==> config.mk <==
export PLATFORM = sky130hd
export DESIGN_NAME = ram_port_arbiter_flat
export DESIGN_NICKNAME = d
export VERILOG_FILES = /design/src/rtl/ram_port_arbiter_if.sv /design/src/rtl/ram_port_arbiter.sv /design/src/flat_wrapper.sv
export SDC_FILE = /design/constraint.sdc
export NUM_CORES = 1
export LEC_CHECK = 0
export CAP_MARGIN = 20
export CORE_ASPECT_RATIO = 1.25
export CORE_MARGIN = 2
export CORE_UTILIZATION = 35
export DETAILED_ROUTE_END_ITERATION = 8
export GPL_ROUTABILITY_DRIVEN = 0
export PLACE_DENSITY_LB_ADDON = 0.2
export SKIP_LAST_GASP = 1
export SLEW_MARGIN = 15
export SYNTH_ARGS = -nofsm -noshare
export SYNTH_HDL_FRONTEND = slang
export SYNTH_SLANG_ARGS = --single-unit
==> constraint.sdc <==
create_clock -name clk -period 2 [get_ports clk]
set_clock_uncertainty 0.2 [all_clocks]
set_input_delay 0.2 -clock clk [delete_from_list [all_inputs] [get_ports clk]]
set_output_delay 0.2 -clock clk [all_outputs]
set_load 0.01 [all_outputs]
==> src/rtl/ram_port_arbiter_if.sv <==
// ram_port_arbiter_if: two-master single-word request/ack bus into the RAM port arbiter
interface ram_port_arbiter_if #(
   parameter int AW = 5,
   parameter int DW = 42
);
   logic          m0_req, m1_req, m0_we, m1_we;
   logic [AW-1:0] m0_addr, m1_addr;
   logic [DW-1:0] m0_wdata, m1_wdata, m0_rdata, m1_rdata;
   logic          m0_ack, m1_ack, m0_err, m1_err;
   modport master (
      output m0_req, m1_req, m0_we, m1_we, m0_addr, m1_addr, m0_wdata, m1_wdata,
      input  m0_ack, m1_ack, m0_err, m1_err, m0_rdata, m1_rdata
   );
   modport slave (
      input  m0_req, m1_req, m0_we, m1_we, m0_addr, m1_addr, m0_wdata, m1_wdata,
      output m0_ack, m1_ack, m0_err, m1_err, m0_rdata, m1_rdata
   );
endinterface

==> src/rtl/ram_port_arbiter.sv <==
// ram_port_arbiter: serialises two masters onto RAM port A, absorbing its registered read latency
module ram_port_arbiter #(
   parameter int AW    = 5,
   parameter int DW    = 42,
   parameter int DEPTH = 16
) (
   input  logic                 clk,
   input  logic                 rst_n,
   ram_port_arbiter_if.slave    bus,
   output logic                 ram_en_o,
   output logic                 ram_we_o,
   output logic [AW-1:0]        ram_addr_o,
   output logic [DW-1:0]        ram_wdata_o,
   input  logic [DW-1:0]        ram_rdata_i
);
   typedef enum logic [1:0] {IDLE, ACCESS, WAIT, RESP} state_t;
   state_t        state_q;
   logic          last_q, gnt_q, ram_en_q, ram_we_q;
   logic [1:0]    ack_q, err_q;
   logic [AW-1:0] ram_addr_q;
   logic [DW-1:0] ram_wdata_q, rdata0_q, rdata1_q;
   logic          gnt_d, we_d, oor_d;
   logic [AW-1:0] addr_d;
   logic [DW-1:0] wdata_d;
   // On a tie the master not served last wins
   always_comb begin
      gnt_d   = (bus.m0_req && bus.m1_req) ? ~last_q : bus.m1_req;
      we_d    = gnt_d ? bus.m1_we : bus.m0_we;
      addr_d  = gnt_d ? bus.m1_addr : bus.m0_addr;
      wdata_d = gnt_d ? bus.m1_wdata : bus.m0_wdata;
      oor_d   = {1'b0, addr_d} >= (AW+1)'(DEPTH);
   end
   always_ff @(posedge clk or negedge rst_n) begin
      if (!rst_n) begin
         state_q     <= IDLE;
         last_q      <= 1'b1;
         gnt_q       <= 1'b0;
         ack_q       <= '0;
         err_q       <= '0;
         rdata0_q    <= '0;
         rdata1_q    <= '0;
         ram_en_q    <= 1'b0;
         ram_we_q    <= 1'b0;
         ram_addr_q  <= '0;
         ram_wdata_q <= '0;
      end else begin
         case (state_q)
            IDLE: if (bus.m0_req || bus.m1_req) begin
               gnt_q  <= gnt_d;
               last_q <= gnt_d;
               if (oor_d) begin
                  ack_q   <= gnt_d ? 2'b10 : 2'b01;
                  err_q   <= gnt_d ? 2'b10 : 2'b01;
                  state_q <= RESP;
               end else begin
                  ram_en_q    <= 1'b1;
                  ram_we_q    <= we_d;
                  ram_addr_q  <= addr_d;
                  ram_wdata_q <= wdata_d;
                  state_q     <= ACCESS;
               end
            end
            ACCESS: begin
               ram_en_q <= 1'b0;
               ram_we_q <= 1'b0;
               state_q  <= WAIT;
            end
            // RAM output is valid now; capture it so rdata and ack appear together
            WAIT: begin
               ack_q <= gnt_q ? 2'b10 : 2'b01;
               if (gnt_q) rdata1_q <= ram_rdata_i;
               else rdata0_q <= ram_rdata_i;
               state_q <= RESP;
            end
            RESP: begin
               ack_q   <= '0;
               err_q   <= '0;
               state_q <= IDLE;
            end
            default: state_q <= IDLE;
         endcase
      end
   end
   assign bus.m0_ack   = ack_q[0];
   assign bus.m1_ack   = ack_q[1];
   assign bus.m0_err   = err_q[0];
   assign bus.m1_err   = err_q[1];
   assign bus.m0_rdata = rdata0_q;
   assign bus.m1_rdata = rdata1_q;
   assign ram_en_o     = ram_en_q;
   assign ram_we_o     = ram_we_q;
   assign ram_addr_o   = ram_addr_q;
   assign ram_wdata_o  = ram_wdata_q;
endmodule
==> src/flat_wrapper.sv <==
// flat-port wrapper written by rule: the top's interface ports become plain ports
module ram_port_arbiter_flat 
#(
   parameter int AW    = 5,
   parameter int DW    = 42,
   parameter int DEPTH = 16
)
  (clk, rst_n, ram_en_o, ram_we_o, ram_addr_o, ram_wdata_o, ram_rdata_i, bus_m0_req, bus_m1_req, bus_m0_we, bus_m1_we, bus_m0_addr, bus_m1_addr, bus_m0_wdata, bus_m1_wdata, bus_m0_ack, bus_m1_ack, bus_m0_err, bus_m1_err, bus_m0_rdata, bus_m1_rdata);
  ram_port_arbiter_if #(.AW(AW), .DW(DW)) bus_i ();
  input  logic clk;
  input  logic rst_n;
  output logic ram_en_o;
  output logic ram_we_o;
  output logic [AW-1:0] ram_addr_o;
  output logic [DW-1:0] ram_wdata_o;
  input  logic [DW-1:0] ram_rdata_i;
  input wire logic [$bits(bus_i.m0_req)-1:0] bus_m0_req;
  input wire logic [$bits(bus_i.m1_req)-1:0] bus_m1_req;
  input wire logic [$bits(bus_i.m0_we)-1:0] bus_m0_we;
  input wire logic [$bits(bus_i.m1_we)-1:0] bus_m1_we;
  input wire logic [$bits(bus_i.m0_addr)-1:0] bus_m0_addr;
  input wire logic [$bits(bus_i.m1_addr)-1:0] bus_m1_addr;
  input wire logic [$bits(bus_i.m0_wdata)-1:0] bus_m0_wdata;
  input wire logic [$bits(bus_i.m1_wdata)-1:0] bus_m1_wdata;
  output wire logic [$bits(bus_i.m0_ack)-1:0] bus_m0_ack;
  output wire logic [$bits(bus_i.m1_ack)-1:0] bus_m1_ack;
  output wire logic [$bits(bus_i.m0_err)-1:0] bus_m0_err;
  output wire logic [$bits(bus_i.m1_err)-1:0] bus_m1_err;
  output wire logic [$bits(bus_i.m0_rdata)-1:0] bus_m0_rdata;
  output wire logic [$bits(bus_i.m1_rdata)-1:0] bus_m1_rdata;
  assign bus_i.m0_req = bus_m0_req;
  assign bus_i.m1_req = bus_m1_req;
  assign bus_i.m0_we = bus_m0_we;
  assign bus_i.m1_we = bus_m1_we;
  assign bus_i.m0_addr = bus_m0_addr;
  assign bus_i.m1_addr = bus_m1_addr;
  assign bus_i.m0_wdata = bus_m0_wdata;
  assign bus_i.m1_wdata = bus_m1_wdata;
  assign bus_m0_ack = bus_i.m0_ack;
  assign bus_m1_ack = bus_i.m1_ack;
  assign bus_m0_err = bus_i.m0_err;
  assign bus_m1_err = bus_i.m1_err;
  assign bus_m0_rdata = bus_i.m0_rdata;
  assign bus_m1_rdata = bus_i.m1_rdata;
  ram_port_arbiter #(.AW(AW), .DW(DW), .DEPTH(DEPTH)) u_core (.clk(clk), .rst_n(rst_n), .bus(bus_i), .ram_en_o(ram_en_o), .ram_we_o(ram_we_o), .ram_addr_o(ram_addr_o), .ram_wdata_o(ram_wdata_o), .ram_rdata_i(ram_rdata_i));
endmodule
# Word-level counts from Yosys, hierarchy flattened

Cells that the tools add are included.

Word-level logic and storage cells: 53
Output and inout port bits: 137
Memory bits (writable): 0
Memories kept: 0
Memory bits (read-only): 0
Bits in latches: 0
Register bits: 141

Reduce and logical (&&, ||, !) cells: 13
Equal/unequal tests: 6
Add/sub/neg operators: 0
Multiplexer cells: 19
$mul: 0
Bitwise logic cells: 3
Shifts and indexed selects: 0
Div/mod/pow operators: 0
Order comparisons: 1

Operator list:

| operator           | number |
|---|---|
| $mux 42            | 1 |
| $mux 2             | 6 |
| $reduce_and 3->1   | 4 |
| $pmux 2 s4         | 1 |
| $mux 1             | 6 |
| $pmux 2 s3         | 1 |
| $reduce_and 2->1   | 3 |
| $ge 5x5->1 const B | 1 |
| $mux 5             | 1 |
| $eq 2x2->1 const B | 2 |
| $ne 2x1->1 const B | 2 |
| $pmux 1 s2         | 2 |
| $pmux 2 s2         | 1 |
| $reduce_bool 2->1  | 2 |
| $not 1->1          | 3 |
| $reduce_bool 3->1  | 1 |
| $eq 2x1->1 const B | 1 |
| $logic_not 2->1    | 1 |
| $ne 2x2->1 const B | 1 |
| $logic_and 1x1->1  | 1 |
| $logic_or 1x1->1   | 1 |

# Depth between registers and ports, before layout

Depth in word-level cells: 7
Depth in mapped cells: 8
Depth with buffers taken out: 6

# Least setup slack after synthesis

OpenSTA, ideal clock, no wires.

Path type: register -> register
From: register u_core.state_q[0]
To: register u_core.ack_q[1]
Slack: 0.082 ns
Cell stages (with the launch flop): 7
Required time: 1.675 ns
Library setup time: 0.125 ns
Buffers on the path: 1
Arrival: 1.593 ns
Path through: dfrtp_1 > inv_1 > ha_1 > nand2_1 > clkbuf_1 > o31ai_1 > mux2_2

Word-level cells in the longest chain between the ends: 3

RTL lines:

| what                                                             | RTL line               | text |
|---|---|---|
| start: declaration                                               | ram_port_arbiter.sv:17 | `state_t state_q;` |
| start signal: assignment                                         | ram_port_arbiter.sv:35 | `state_q <= IDLE;` |
| start signal: assignment                                         | ram_port_arbiter.sv:54 | `state_q <= RESP;` |
| start signal: assignment                                         | ram_port_arbiter.sv:60 | `state_q <= ACCESS;` |
| $eq 2x2->1 / $logic_not 2->1 (equally long branches)             | ram_port_arbiter.sv:47 | `case (state_q)` |
| $reduce_bool 3->1 (no line) / $ne 2x1->1 (equally long branches) | --                     |  |
| $reduce_and 3->1 (no line)                                       | --                     |  |
| end signal: assignment                                           | ram_port_arbiter.sv:52 | `ack_q <= gnt_d ? 2'b10 : 2'b01;` |
| end signal: assignment                                           | ram_port_arbiter.sv:70 | `ack_q <= gnt_q ? 2'b10 : 2'b01;` |
| end: declaration                                                 | ram_port_arbiter.sv:19 | `logic [1:0] ack_q, err_q;` |

Several ways; a longest one is shown, not always the timed one.
A chain may end at the register's enable or synchronous reset.

# Worst setup path after layout

From: register u_core.state_q[0]
To: register u_core.rdata0_q[27], in the netlist u_core.bus.m0_rdata[27]

Word-level cells in the longest chain between the ends: 2

RTL lines:

| what                       | RTL line               | text |
|---|---|---|
| $eq 2x2->1                 | ram_port_arbiter.sv:47 |  |
| $reduce_and 2->1 (no line) | --                     |  |
| end signal: assignment     | ram_port_arbiter.sv:72 | `else rdata0_q <= ram_rdata_i;` |
| end: declaration           | ram_port_arbiter.sv:21 | `logic [DW-1:0] ram_wdata_q, rdata0_q, rdata1_q;` |

No other way between the ends.

==> flow_metrics.env <==
export IMPL_synth_flop_cell="dfrtp_1"
export IMPL_dieArea_sq_um=18000
export IMPL_grt_pass1_vias=5192
export IMPL_worst_pin_slew_ns=0.475
export IMPL_rr_endpoint="u_core.bus.m0_rdata[27]$_DFFE_PN0P_"
export IMPL_power_frac_clock_pct=19.2
export IMPL_grt_use_total_pct=19.1
export IMPL_drc=0
export IMPL_synth_top_area_cell="dfrtp_1"
export IMPL_clk_pin_slew_ns=0.06
export IMPL_grt_pass1_wl_mm=26.6
export IMPL_maxSlewHeadroom_pct=68.4
export IMPL_initial_core_util_pct=35.4
export IMPL_worstReg2RegStart="u_core.state_q[0]$_DFFE_PN0P_"
export IMPL_io_buffers=278
export IMPL_ys_ff_latch=141
export IMPL_p_int_mw=10.5
export IMPL_peakVddDrop_mv=0.587
export IMPL_period_needed_ns=1.94
export IMPL_rows=53
export IMPL_crit_path_start_kind="flop"
export IMPL_period_share_pct=97.2
export IMPL_pwr_share_seq_pct=33.1
export IMPL_syn_area_per_cell_sq_um=11.8
export IMPL_powerDensity_nw_per_um2=1600
export IMPL_cts_num_sinks=141
export IMPL_dp_hpwl_mm=12.7
export IMPL_synth_edf_count=0
export IMPL_place_ws_ns=-0.0632
export IMPL_endpoint_kind="flop"
export IMPL_multiInputGateArea_sq_um=2210
export IMPL_final_cells=1020
export IMPL_ios=279
export IMPL_rsz0062_at_grt="yes"
export IMPL_syn2layout_area_growth_pct=63.7
export IMPL_drt_iter0_drc=202
export IMPL_finalSetupViolCount=0
export IMPL_dr_pass1_iters=4
export IMPL_final_util_pct=58.0
export IMPL_coreArea_sq_um=16700
export IMPL_arrival_ns=2.03
export IMPL_dpl_cell_count=986
export IMPL_yosysWarnings=0
export IMPL_via_per_inst=4.90
export IMPL_required_ns=2.09
export IMPL_ys_seq_area_share_pct=59.7
export IMPL_fmax_mhz=515
export IMPL_reg2reg_slack_ns=0.06
export IMPL_finalHoldViolations=0
export IMPL_nFillCells=1452
export IMPL_final_area_sq_um=9690
export IMPL_synthCells=502
export IMPL_status="finished, final reports clean"
export IMPL_path_class="flop to flop"
export IMPL_maxCapViolations=0
export IMPL_cts_buffers=17
export IMPL_num_nets_final=934
export IMPL_wl_per_cell_um=16.6
export IMPL_antenna_found_initial=1
export IMPL_final_cell_mix="clkdlybuf4s50_1 (277), dfrtp_1 (140), nand2_1 (97), mux2_2 (87), a31oi_1 (50)"
export IMPL_synthDominantCellAreaShare_pct=59.2
export IMPL_vias=4993
export IMPL_reg2regPathDepth=5
export IMPL_dieHeight_um=149
export IMPL_yosys_top_cells_area="dfrtp_1 (59%), mux2_2 (17%), nand2_1 (6.2%)"
export IMPL_switching_power_mw=5.02
export IMPL_cts_buffer_depth=2
export IMPL_seq_area_sq_um=3530
export IMPL_p_sw_share_pct=32.4
export IMPL_holdCritPathClass="input pin to asynchronous set/reset pin"
export IMPL_drive_gt1_share_pct=18.6
export IMPL_maxSlewViolCount=0
export IMPL_wl_mm=17.0
export IMPL_syn_nets=650
export IMPL_globalRouteOverflowTotal=0
export IMPL_p_leak_nw=4.01
export IMPL_die_w_um=120
export IMPL_cts_tree="yes"
export IMPL_netlist_area_sq_um=5920
export IMPL_clock_latency_ns=0.41
export IMPL_ys_async_sr_fraction_pct=100
export IMPL_path_max_fanout=43
export IMPL_ys_types=29
export IMPL_dpl_cell_area_sq_um=9100
export IMPL_final_common_cell="clkdlybuf4s50_1"
export IMPL_ant_nets=0
export IMPL_setup_ws_ns=0.0566
export IMPL_htree_levels=4
export IMPL_root_buffer="clkbuf_16"
export IMPL_grt_max_degree=51
export IMPL_p_comb_share_pct=47.8
through the flow:
| stage | power (mW) | TNS [ns] | hold WS [ns] |
|---|---|---|---|
| detailed placement | 12.6 | -1.38 | -0.0317 |
| CTS | 15.7 | 0 | 0.0909 |
| finish | 15.5 | 0 | 0.0795 |
| global route | 16.5 | -0.0585 | 0.106 |
| floorplan | 8.47 | 0 | -0.296 |
| global placement | 12.4 | -0.0988 | -0.0343 |
worst max-delay path by stage:
| stage | depth (start not counted) | end | startpoint | slack (ns) |
|---|---|---|---|---|
| after detailed placement | 6 | u_core.ram_wdata_o[21]$_DFFE_PN0P_ | bus_m1_req | -0.06 |
| after global routing | 4 | u_core.ack_q[1]$_DFFE_PN0P_ | u_core.last_q$_DFFE_PN1P_ | -0.02 |
| final | 5 | u_core.bus.m0_rdata[27]$_DFFE_PN0P_ | u_core.state_q[0]$_DFFE_PN0P_ | 0.06 |
| after CTS | 4 | u_core.ack_q[1]$_DFFE_PN0P_ | u_core.last_q$_DFFE_PN1P_ | 0.07 |
| after floorplan | 6 | u_core.ack_q[1]$_DFFE_PN0P_ | u_core.state_q[0]$_DFFE_PN0P_ | 0.08 |
| after global placement | 6 | u_core.ram_wdata_o[13]$_DFFE_PN0P_ | bus_m1_req | -0.01 |
timing repair:
item / CTS / global route
setup buffers: 0 / 0
endpoints found under the setup margin: 0 / 4
endpoints found under the hold margin: 141 / 0
hold buffers: 1 / 0
gates resized for setup: 0 / 1
Yosys cell counts (3+ instances only):
master    count
buf_6         3
mux2_2       87
nand3_1       3
nor2_1        3
clkbuf_1     17
nand2_1      98
o22ai_1       3
nor2b_1       3
ha_1          6
a31oi_1      50
dfrtp_1     140
inv_1         5
buf_2        15
a21oi_1      49
o21ai_0       3
routing by layer:
metal	wire [um]	track usage [%]	share of wire (%)	up-vias
li1	-	-	-	2336
met1	6560	21.0	39	2428
met2	8820	34.1	52	209
met5	0	0	0	-
met4	345	7.33	2.0	0
met3	1220	6.38	7.2	20
registers in the layout, summed over array words and instances (netlist names):
| name | cells |
|---|---|
| u_core.err_q | 2 |
| u_core.last_q | 1 |
| u_core.ram_addr_o | 5 |
| u_core.bus.m1_rdata | 42 |
| u_core.state_q | 2 |
| u_core.gnt_q | 1 |
| u_core.bus.m0_rdata | 42 |
| u_core.ram_we_o | 1 |
| u_core.ram_wdata_o | 42 |
| u_core.ack_q | 2 |
| u_core.ram_en_o | 1 |
power by group through the flow:
stage	clock, mW	sequential (mW)	combinational (mW)
after global placement	0	5.09	7.31
final	2.98	5.13	7.41
after CTS	3.06	5.14	7.47
after detailed placement	0	5.17	7.46
after global routing	3.21	5.33	7.95
after floorplan	0	5.74	2.73
critical path, cell delays in order, from the launching register on:
cell and delay (ns):
dfrtp_1 0.41, inv_1 0.14, ha_1 0.30, nand2b_2 0.11
buf_12 0.24, mux2_2 0.38
cell type report:
| type | count | area share [%] |
|---|---|---|
| clock inverters | 11 | 1.10 |
| multi-input cells | 319 | 22.9 |
| clock buffers | 21 | 4.75 |
| well taps | 220 | 2.84 |
| inverters | 5 | 0.194 |
| flip-flops and latches | 141 | 36.4 |
| diodes | 1 | 0.0258 |
| repair buffers | 302 | 31.8 |
cell families (layout without fill, tap and decap cells):
logic type / count (synthesis) / count (layout) / synth area share [%]
fa+ha+maj: 6 / 6 / 1.27
compound gates: 113 / 113 / 11.5
flops: 141 / 141 / 59.7
simple gates: 113 / 113 / 7.57
other cells: 0 / 1 / 0
buf+inv: 42 / 339 / 3.43
mux: 87 / 87 / 16.6
Power figures use the tool's default switching activity.
